## src/rtl/simd_mac_accumulator.sv

```systemverilog
// SIMD multiply-accumulate stage: sums int8/int4/int2 product lanes per group into
// unsigned saturating per-lane accumulators and hands one result per group downstream.
module simd_mac_accumulator #(
    parameter int unsigned ACC_W = 20,
    parameter int unsigned CNT_W = 8
) (
    input  logic                 CLK,
    input  logic                 rst,
    input  logic                 in_valid,
    output logic                 in_ready,
    input  logic                 in_last,
    input  logic [1:0]           in_mode,
    input  logic [15:0]          in_result,
    input  logic [7:0]           in_int4_0,
    input  logic [7:0]           in_int4_1,
    input  logic [3:0]           in_int2_0,
    input  logic [3:0]           in_int2_1,
    input  logic [3:0]           in_int2_2,
    input  logic [3:0]           in_int2_3,
    output logic                 out_valid,
    input  logic                 out_ready,
    output logic [4*ACC_W-1:0]   out_acc,
    output logic [1:0]           out_mode,
    output logic [3:0]           out_ovf,
    output logic [CNT_W-1:0]     out_count
);

    typedef enum logic [1:0] {
        S_IDLE,
        S_ACCUM,
        S_DONE
    } state_t;

    state_t             state;
    logic [ACC_W-1:0]   acc [4];
    logic [3:0]         ovf;
    logic [1:0]         mode_q;
    logic [CNT_W-1:0]   count;

    logic               accept;
    logic               handover;
    logic [1:0]         eff_mode;
    logic [ACC_W-1:0]   prod     [4];
    logic [ACC_W-1:0]   base     [4];
    logic [ACC_W:0]     sum      [4];
    logic [ACC_W-1:0]   acc_nxt  [4];
    logic [3:0]         ovf_nxt;
    logic [CNT_W-1:0]   count_nxt;

    assign accept   = in_valid && in_ready;
    assign handover = out_valid && out_ready;

    // The first beat of a group selects the mode; later beats reuse the latched one.
    always_comb begin
        eff_mode = (state == S_IDLE) ? in_mode : mode_q;
        for (int unsigned k = 0; k < 4; k++) begin
            prod[k] = '0;
        end
        case (eff_mode)
            2'b01: begin
                prod[0] = ACC_W'(in_int4_0);
                prod[1] = ACC_W'(in_int4_1);
            end
            2'b10: begin
                prod[0] = ACC_W'(in_int2_0);
                prod[1] = ACC_W'(in_int2_1);
                prod[2] = ACC_W'(in_int2_2);
                prod[3] = ACC_W'(in_int2_3);
            end
            default: prod[0] = ACC_W'(in_result);
        endcase
    end

    // A group's first beat adds onto zero, so load and accumulate share one adder.
    always_comb begin
        ovf_nxt = '0;
        for (int unsigned k = 0; k < 4; k++) begin
            base[k] = (state == S_IDLE) ? '0 : acc[k];
            sum[k]  = {1'b0, base[k]} + {1'b0, prod[k]};
            if (sum[k][ACC_W]) begin
                acc_nxt[k] = '1;
                ovf_nxt[k] = 1'b1;
            end else begin
                acc_nxt[k] = sum[k][ACC_W-1:0];
                ovf_nxt[k] = (state == S_IDLE) ? 1'b0 : ovf[k];
            end
        end
    end

    always_comb begin
        if (state == S_IDLE) begin
            count_nxt = CNT_W'(1);
        end else if (count == '1) begin
            count_nxt = count;
        end else begin
            count_nxt = count + CNT_W'(1);
        end
    end

    always_ff @(posedge CLK) begin
        if (rst) begin
            state     <= S_IDLE;
            ovf       <= '0;
            mode_q    <= '0;
            count     <= '0;
            in_ready  <= 1'b1;
            out_valid <= 1'b0;
            for (int unsigned k = 0; k < 4; k++) begin
                acc[k] <= '0;
            end
        end else begin
            case (state)
                S_IDLE, S_ACCUM: begin
                    if (accept) begin
                        ovf   <= ovf_nxt;
                        count <= count_nxt;
                        for (int unsigned k = 0; k < 4; k++) begin
                            acc[k] <= acc_nxt[k];
                        end
                        if (state == S_IDLE) begin
                            mode_q <= in_mode;
                        end
                        if (in_last) begin
                            state     <= S_DONE;
                            in_ready  <= 1'b0;
                            out_valid <= 1'b1;
                        end else begin
                            state <= S_ACCUM;
                        end
                    end
                end
                S_DONE: begin
                    if (handover) begin
                        state     <= S_IDLE;
                        ovf       <= '0;
                        mode_q    <= '0;
                        count     <= '0;
                        in_ready  <= 1'b1;
                        out_valid <= 1'b0;
                        for (int unsigned k = 0; k < 4; k++) begin
                            acc[k] <= '0;
                        end
                    end
                end
                default: begin
                    state     <= S_IDLE;
                    in_ready  <= 1'b1;
                    out_valid <= 1'b0;
                end
            endcase
        end
    end

    for (genvar g = 0; g < 4; g++) begin : g_pack
        assign out_acc[g*ACC_W +: ACC_W] = acc[g];
    end

    assign out_mode  = mode_q;
    assign out_ovf   = ovf;
    assign out_count = count;

endmodule
```

## config.mk

```make
export PLATFORM = sky130hd
export DESIGN_NAME = simd_mac_accumulator
export DESIGN_NICKNAME = d
export VERILOG_FILES = /design/src/rtl/simd_mac_accumulator.sv
export SDC_FILE = /design/constraint.sdc
export NUM_CORES = 1
export LEC_CHECK = 0
export BUFFER_PORTS_ARGS = -buffer_cell sky130_fd_sc_hd__clkbuf_2
export CAP_MARGIN = 20
export CORE_ASPECT_RATIO = 1.75
export CORE_MARGIN = 8
export CORE_UTILIZATION = 35
export CTS_CLUSTER_DIAMETER = 120
export CTS_CLUSTER_SIZE = 16
export DETAILED_ROUTE_END_ITERATION = 6
export MAX_ROUTING_LAYER = met4
export PLACE_DENSITY = 0.58
export SKIP_LAST_GASP = 1
export SYNTH_ARGS = -nofsm -noshare
export SYNTH_HDL_FRONTEND = slang
export SYNTH_SLANG_ARGS = --single-unit
```

## constraint.sdc

```tcl
create_clock -name CLK -period 5.1 [get_ports CLK]
set_input_delay 1.02 -clock CLK [delete_from_list [all_inputs] [get_ports CLK]]
set_output_delay 1.02 -clock CLK [all_outputs]
set_load 0.01 [all_outputs]
```

## Yosys cells after proc, flatten, opt, wreduce, memory -nomap -nowiden

Memory sizes are Yosys's and may differ from the RTL's.
Cells that the tools add are included.

| word-level totals | value |
|---|---|
| output and inout bits | 96 |
| logic and storage cells | 106 |
| memory bits (writable) | 80 |
| bits of input ports | 55 |
| register bits after elaboration | 18 |
| memories | 1 |

| cells by class | value |
|---|---|
| equality and inequality tests | 13 |
| $add $sub $neg | 5 |
| bitwise logic cells | 8 |
| reductions and logical operators | 13 |
| mux-type cells | 57 |

Memories:

| memory | depth | width | read ports | clocked after memory_dff | wr ports | RTL line | text |
|---|---|---|---|---|---|---|---|
| acc | 4 | 20 | 4 | 0 | 4 | 35 | `logic [ACC_W-1:0] acc [4];` |

Operator list:

| operator | number |
|---|---|
| 2-to-1 mux 20 bit | 16 |
| adder 20 x 20 -> 21 bit | 4 |
| 2-to-1 mux 8 bit | 4 |
| case mux 16 bit (2 select lines) | 1 |
| case mux 8 bit (2 select lines) | 2 |
| 2-to-1 mux 24 bit | 1 |
| 2-to-1 mux 1 bit | 21 |
| AND reduction 4 bit | 5 |
| inequality test 3 bit (second input constant) | 5 |
| 2-to-1 mux 2 bit | 5 |
| adder 8 x 1 -> 8 bit (second input constant) | 1 |
| == test 8 bit (second input constant) | 1 |
| 2-to-1 mux 4 bit | 2 |
| OR 1 bit | 8 |
| case mux 2 bit (2 select lines) | 2 |
| case mux 4 bit (2 select lines) | 1 |
| inequality test 2 bit (second input constant) | 3 |
| AND reduction 3 bit | 2 |
| == test 2 x 1 -> 1 bit (second input constant) | 2 |
| == test 2 bit (second input constant) | 2 |
| case mux 1 bit (2 select lines) | 2 |
| logical AND 1 bit | 2 |
| logical NOT 2 bit | 1 |
| AND reduction 2 bit | 1 |
| 2 further kinds | 2 |

## Depth between registers and ports, before layout

Gate-level depths: netlist of the first run.

| depth | value |
|---|---|
| depth after elaboration | 8 |
| mapped depth | 19 |
| gate-level depth less buffers | 15 |

## Worst setup path after synthesis of the first run

Ideal clock, no wire load.

| path | value |
|---|---|
| path type | input to register |
| from | input port in_mode[1] |
| to | memory acc[1][10] (data pin) |
| setup time | 0.270 ns |
| slack | 0.782 ns |
| stages | 14 |
| arrival | 4.048 ns |
| cells stage by stage | mux2i_1 > inv_1 > ha_1 > clkbuf_1 > nor2_1 > ha_1 > fa_1 > a211oi_1 > o21ai_0 > a31oi_1 > nor2_2 > nand4_2 > clkbuf_1 > a21oi_1 |

RTL lines:

| what | RTL line | text |
|---|---|---|
| start, declared | 12 | `input logic [1:0] in_mode,` |
| end, declared | 35 |  |

==> key figures, run 1 <==
Outcome
  • Status: finished, final reports clean

Logic synthesis
  • Most frequent cell after synthesis: nand2_1
  • Sequential share of the synthesized area: 35.13%
  • Synth Area in Compound Gates: 21.98%
  • FFs w/ async S/R, synth: 0%
  • Area share of fa/ha/maj cells after synthesis: 7.704%
  • Post-synth top area share: 17.86%
  • Synthesized Nets: 893
  • Primary FF master, synth: dfxtp_1
  • Fraction of synthesized cell area in xor and xnor cells: 6.252%
  • Syn avg cell area: 8.415 um2
  • Leading area contributor after synthesis: edfxtp_1
  • Distinct cells, synth: 76
  • Ranking of synthesized cells by area: edfxtp_1 18%, dfxtp_1 17%, ha_1 6.5%, and2_1 4.9%, a21oi_1 4.9%
  • Synthesized flop and latch total: 98
  • Mux cell area share after synthesis: 0.8001%
  • EDFF count, synth: 40
  • Synth Area in Simple Gates: 24.45%
  • Ys Warns: 0
  • Mapped Cells: 799
  • Main combinational cell family by area after synthesis: simple AND/OR/NAND/NOR gates
  • Syn Std Cell Area: 6724 um2
  • Most frequent cells after synthesis: 87 x nand2_1, 66 x a21oi_1, 63 x nor2_1, 62 x o21ai_0, 58 x dfxtp_1

Finish
  • Area Overhead vs Synth: 19.30%
  • Nets@finish: 1031
  • N_diodes: 0
  • Finished Layout Cells: 1183
  • Layout cell share with drive strength beyond 1: 22.72%

Timing
  • Rel. slew slack: 33.49%
  • Finish-stage setup viols: 0
  • RSZ-0062 raised after global routing: false
  • Final Hold Vio Count: 0
  • Fmax: 211.7 MHz
  • Hold WS: 0.4489 ns
  • Fin Clk Skew: 0.01016 ns
  • Post-route setup TNS: 0 ns
  • Period utilization: 92.61%
  • Final worst slack: 0.3768 ns
  • Max-slew violations: 0
  • Least-Margin Pin Slew: 0.9940 ns
  • Min cycle time layout: 4.723 ns

Power
  • Sw Share: 32.28%
  • PD cells: 254.0 nW/um2
  • Comb power frac: 22.8%
  • Internal Power: 1.380 mW
  • Clock power share: 32.7%
  • Peak supply drop: 0.1513 mV
  • Psw: 0.6578 mW
  • P_leak: 3.443 nW
  • Sequential power share: 44.5%
  • Overall Power: 2.038 mW

Floorplanning
  • Starting density of the core: 35.33%
  • Row count: 67
  • Core ar.: 19030 um2
  • DIE AREA: 24080 um2
  • Die H: 199.4 um
  • Chip width: 120.8 um
  • IO Count: 151

Detailed routing
  • Initial DRT Pass Iterations: 4
  • Final wirelength: 21100 um
  • Starting DRC count in detailed routing: 396
  • Post-route DRC: 0
  • Detail Route Antenna Nets: 0
  • Vias: 6404
  • Vias per inst: 5.413
  • Post-DR wirelength/cell: 17.84 um

Clocking
  • # Post-CTS Setup Buffers: 0
  • Cts repair resizes: 0
  • H-Tree Depth: 3
  • CTS Buffer Depth: 2
  • Post-CTS Hold Buffers: 0
  • TritonCTS Buffers: 9
  • Root buf cell: clkbuf_16
  • Clk sink count: 98
  • Reg clk slew, reported paths: 0.08 ns
  • CTS tree: built
  • Worst skew pair latency: 0.35 ns

Flow run
  • Number of max-cap violations: 0

GRT
  • GRT overflow: 0
  • GRT Total Usage: 18.22%
  • Initial antenna violation count: 0
  • Vias in the first global route: 6602
  • Largest net degree at the start of global routing: 40
  • First-pass GRT wire length: 34110 um

Place
  • Placed Cells incl. Taps: 1167
  • Pre-CTS setup slack: 0.3274 ns
  • Buffers on Ports: 150
  • Dpl hpwl: 16050 um
  • Final Wtd Congestion: 0.8840

Critical path
  • Crit path max fanout: 14
  • Worst Path Arrival: 4.96 ns
  • Data required, critical path: 5.33 ns
  • Setup CP Type: reg -> reg
  • Worst setup EP type: flop
  • FF-to-FF Start: state[1]
  • Crit. Startpoint: state[1]
  • CP Launch Type: flop

Hold path
  • Hold Path Origin: out_ovf[3]
  • Hold WC Path Type: reg -> reg
[registers in the layout (all words and copies together) (netlist names)]
| register | cells |
|---|---|
| acc | 80 |
| out_count | 8 |
| out_ovf | 4 |
| out_mode | 2 |
| state | 2 |
| in_ready | 1 |
| out_valid | 1 |
[worst max-delay path, cell delays in order (launching register included)]
cell	delay, ns
dfxtp_1	0.31
nor2_1	0.51
mux2i_1	0.55
inv_1	0.10
ha_1	0.59
nor2b_1	0.16
a22o_1	0.23
ha_1	0.36
nand3_1	0.10
o22ai_1	0.27
nor2_1	0.12
a31o_2	0.28
o41ai_1	0.62
o21ai_0	0.16
a21bo_2	0.24
[stage by stage]
step / util, % / instance area [um2]
2_1_floorplan: - / 6724
3_3_place_gp: 40.68 / 7741
3_5_place_dp: 40.68 / 7741
4_1_cts: 42.15 / 8021
5_1_grt: 42.15 / 8021
6_report: 42.15 / 8021
[cell type report]
cell class / count / area, um2
Tap cell: 241 / 301.5
Clock inverter: 6 / 51.30
Timing Repair Buffer: 168 / 885.9
Fill cell: 2005 / 11010
Clock buffer: 10 / 229.0
Multi-Input combinational cell: 640 / 4116
Sequential cell: 98 / 2362
Inverter: 20 / 75.07
[path summary, 6_finish.rpt]
| check | to | slack [ns] | cells past startpoint |
|---|---|---|---|
| worst max-delay path | acc[0][18] | 0.38 | 14 |
| worst min-delay path | out_ovf[3] | 0.45 | 2 |
| worst max register to register | acc[0][18] | 0.38 | 14 |
| worst min register to register | out_ovf[3] | 0.45 | 2 |
[cell usage in the layout (no fill, tap or decap), types with 4 or more instances in the layout]
cell type	instances
and2_1	53
dfxtp_1	58
nor3b_1	6
ha_1	35
xor2_1	27
a21oi_1	66
o21a_1	5
nand4_1	15
o211ai_1	4
a22o_1	4
nor3_1	15
nand3_1	15
a221o_1	4
inv_1	20
or2_2	4
fa_1	4
edfxtp_1	40
o311ai_0	4
a21o_1	13
a211oi_1	11
clkbuf_2	150
o21ai_0	62
a21oi_2	4
xnor2_1	21
a31oi_1	11
or3_1	4
clkbuf_16	9
buf_4	18
nand2_1	87
nand2b_1	10
a22oi_1	13
nor2b_1	8
a211o_1	4
nor2_1	62
and3_1	15
[metal layers]
layer,vias to the layer above,GRT usage [%],wire [um]
met1,3066,19.26,8583
li1,3166,-,-
met4,0,6.140,503
met5,-,-,0
met2,143,33.33,11060
met3,29,3.197,949
[kinds of logic after synthesis]
family / Yosys count
flops: 98
compound gates: 230
simple gates: 318
buf+inv: 61
xor+xnor: 48
mux: 5
fa+ha+maj: 39
[power groups by stage]
stage,registers (mW),logic (mW),clock network [mW]
after floorplan,0.932,0.283,0
after global placement,0.925,0.466,0
after detailed placement,0.925,0.469,0
after CTS,0.907,0.471,0.683
after global routing,0.914,0.520,0.713
final,0.907,0.465,0.666
(Power assumes the default switching activity.)
==> run 2, diff against run 1 <==
--- a/config.mk
+++ b/config.mk
@@ -10,6 +10,7 @@
 export CORE_ASPECT_RATIO = 1.75
 export CORE_MARGIN = 8
 export CORE_UTILIZATION = 35
+export CTS_BUF_LIST = sky130_fd_sc_hd__clkbuf_4
 export CTS_CLUSTER_DIAMETER = 120
 export CTS_CLUSTER_SIZE = 16
 export DETAILED_ROUTE_END_ITERATION = 6
==> run 2 against run 1 <==
Effect of this change: routed wire length fell by 0.11%; sequential share of layout area rose by 0.57 points; sequential power barely moved; flip-flop and latch count did not move; global-route usage fell by 0.056 points; register-to-register slack improved by 0.04 ns; cell count barely moved; worst hold slack improved by 0.011 ns; fmax rose by 0.85%; combinational power barely moved; largest cell class unchanged; highest routed layer unchanged.
==> key figures, run 2 (synthesis gave the netlist of run 1 again) <==
Outcome
  • Status: finished, final reports clean

Place
  • Dpl hpwl: 16050 um (unchanged)
  • Pre-CTS setup slack: 0.3274 ns (unchanged)
  • Buffers on Ports: 150 (unchanged)
  • Final Wtd Congestion: 0.8840 (unchanged)

Detailed routing
  • Detail Route Antenna Nets: 0 (unchanged)
  • Post-route DRC: 0 (unchanged)
  • Starting DRC count in detailed routing: 354 (-11%)
  • Initial DRT Pass Iterations: 5 (+1)
  • Vias: 6354 (-0.78%)
  • Post-DR wirelength/cell: 17.80 um (-0.19%)
  • Vias per inst: 5.367 (-0.86%)
  • Final wirelength: 21080 um (-0.11%)

Finish
  • Nets@finish: 1031 (unchanged)
  • Max reg flops: 80 (unchanged)
  • FILL cells: 2034 (+1.4%)
  • Largest Register: acc
  • Commonest non-fill, non-tap cell in the layout: clkbuf_2
  • Reg area: 2362 um2 (unchanged)
  • Layout cell share with drive strength beyond 1: 22.82% (+0.11 points)
  • Area Overhead vs Synth: 17.05%
  • Most frequent cells in the layout: 150 x clkbuf_2, 87 x nand2_1, 66 x a21oi_1, 62 x nor2_1, 62 x o21ai_0
  • Multi-input combinational cell area: 4116 um2 (unchanged)

Timing
  • Final worst slack: 0.4167 ns (+0.03988 ns)
  • Finish-stage setup viols: 0 (unchanged)
  • Period utilization: 91.83% (-0.78 points)
  • Least-Margin Pin Slew: 0.9966 ns (+0.002567 ns)
  • Final Hold Vio Count: 0 (unchanged)
  • Rel. slew slack: 33.32% (-0.17 points)
  • Post-route setup TNS: 0 ns (unchanged)
  • Fmax: 213.5 MHz (+0.85%)
  • Max-slew violations: 0 (unchanged)
  • Fin Clk Skew: 0.03540 ns (+0.02524 ns)
  • Min cycle time layout: 4.683 ns (-0.03988 ns)
  • RSZ-0062 raised after global routing: false

Clocking
  • Root buf cell: clkbuf_4
  • CTS tree: built
  • Cts repair resizes: 0 (unchanged)
  • Post-CTS Hold Buffers: 0 (unchanged)
  • Clk sink count: 98 (unchanged)
  • Reg clk slew, reported paths: 0.19 ns (+0.11 ns)
  • TritonCTS Buffers: 9 (unchanged)
  • Worst skew pair latency: 0.48 ns (+0.13 ns)
  • # Post-CTS Setup Buffers: 0 (unchanged)
  • CTS Buffer Depth: 2 (unchanged)
  • H-Tree Depth: 3 (unchanged)

Critical path
  • Data required, critical path: 5.46 ns (+0.13 ns)
  • Worst setup EP type: flop
  • Worst Path Arrival: 5.05 ns (+0.09 ns)
  • Max incr delay on CP: 0.62 ns (about the same)
  • CP max-delay cell: o41ai_1
  • Crit path max fanout: 14 (unchanged)
  • Crit-path cells: nor2_1 > mux2i_1 > inv_1 > ha_1 > buf_4 > a22o_1 > ha_1 > nand3_1 > o22ai_1 > nor2_1 > a31o_2 > o41ai_1 > o21ai_0 > a21bo_2
  • Crit. Startpoint: state[1]
  • FF-to-FF Start: state[1]
  • Setup CP Type: reg -> reg
  • CP Launch Type: flop

Floorplanning
  • IO Count: 151 (unchanged)
  • Core ar.: 19030 um2 (unchanged)
  • Starting density of the core: 35.33% (unchanged)
  • Chip width: 120.8 um (unchanged)
  • Die H: 199.4 um (unchanged)
  • DIE AREA: 24080 um2 (unchanged)
  • Row count: 67 (unchanged)

GRT
  • Initial antenna violation count: 1 (+1)
  • GRT Total Usage: 18.17% (-0.056 points)
  • Largest net degree at the start of global routing: 40 (unchanged)
  • Vias in the first global route: 6588 (-0.21%)
  • GRT overflow: 0 (unchanged)
  • First-pass GRT wire length: 33930 um (-0.52%)

Power
  • PD cells: 226.8 nW/um2 (-11%)
  • Clock power share: 23.2% (-9.5 points)
  • Psw: 0.6307 mW (-4.1%)
  • Comb power frac: 26.0% (+3.2 points)
  • Internal Power: 1.154 mW (-16%)
  • Sw Share: 35.34% (+3.1 points)
  • Peak supply drop: 0.1372 mV (-9.3%)
  • P_leak: 3.377 nW (-1.9%)
  • Sequential power share: 50.8% (+6.3 points)

Hold path
  • Hold WC Path Type: reg -> reg
  • Hold Path Origin: out_ovf[3]

Flow run
  • Number of max-cap violations: 0 (unchanged)
==> run 2: cell count changes in the layout (fill, tap and decap cells not counted) <==
| cell | previous run | this run |
|---|---|---|
| clkbuf_1 | 1 | 0 |
| clkbuf_16 | 9 | 0 |
| clkbuf_4 | 0 | 10 |
| diode_2 | 0 | 1 |
==> run 2: final timing paths <==
check / slack (ns) / cells past startpoint / endpoint
worst min register to register: 0.46 / 2 / out_ovf[3]
worst max register to register: 0.42 / 14 / acc[0][18]
worst max-delay path: 0.42 / 14 / acc[0][18]
worst min-delay path: 0.46 / 2 / out_ovf[3]
==> run 2: metal layers <==
metal  part of all wire, %  GRT usage [%]  vias up
met1                    40          19.05     3009
met3                   5.2          3.593       32
li1                      -              -     3163
met5                     0              -        -
met2                    52          32.60      150
met4                   2.8          7.256        0
==> run 2: area by class of cell <==
type / instances / share of cell area [%]
clock inverters: 6 / 0.6518
diodes: 1 / 0.03180
repair buffers: 168 / 11.26
clock buffers: 10 / 0.9539
well taps: 241 / 3.831
flip-flops and latches: 98 / 30.02
multi-input cells: 640 / 52.31
inverters: 20 / 0.9539
==> run 2: power groups by stage <==
stage | Clock (mW) | Sequential [mW] | Combinational (mW)
floorplan | 0 | 0.932 | 0.283
global placement | 0 | 0.925 | 0.466
detailed placement | 0 | 0.925 | 0.469
CTS | 0.427 | 0.908 | 0.471
global route | 0.456 | 0.915 | 0.520
finish | 0.413 | 0.907 | 0.464
==> run 2: worst max-delay path, delay by kind of cell (launching register included) <==
kind | cells | cell delay [ns]
AND/OR/NAND/NOR | 3 | 0.74
adder cells (fa/ha/maj) | 2 | 0.84
flip-flops | 1 | 0.34
multiplexers | 1 | 0.51
buffers and inverters | 2 | 0.34
AO/OA/AOI/OAI | 6 | 1.80
==> run 2: stage by stage <==
| stage | area, um2 | utilization (%) | hold slack, ns | power (mW) | cells |
|---|---|---|---|---|---|
| 6_report | 7870 | 41.36 | 0.4597 | 1.785 | 1184 |
| 5_1_grt | 7870 | 41.36 | 0.4824 | 1.892 | 1184 |
| 4_1_cts | 7868 | 41.34 | 0.4648 | 1.806 | 1183 |
| 3_5_place_dp | 7741 | 40.68 | 0.4422 | 1.394 | 1167 |
| 3_3_place_gp | 7741 | 40.68 | 0.4344 | 1.392 | 1167 |
| 2_1_floorplan | 6724 | - | 0.4666 | 1.215 | 799 |
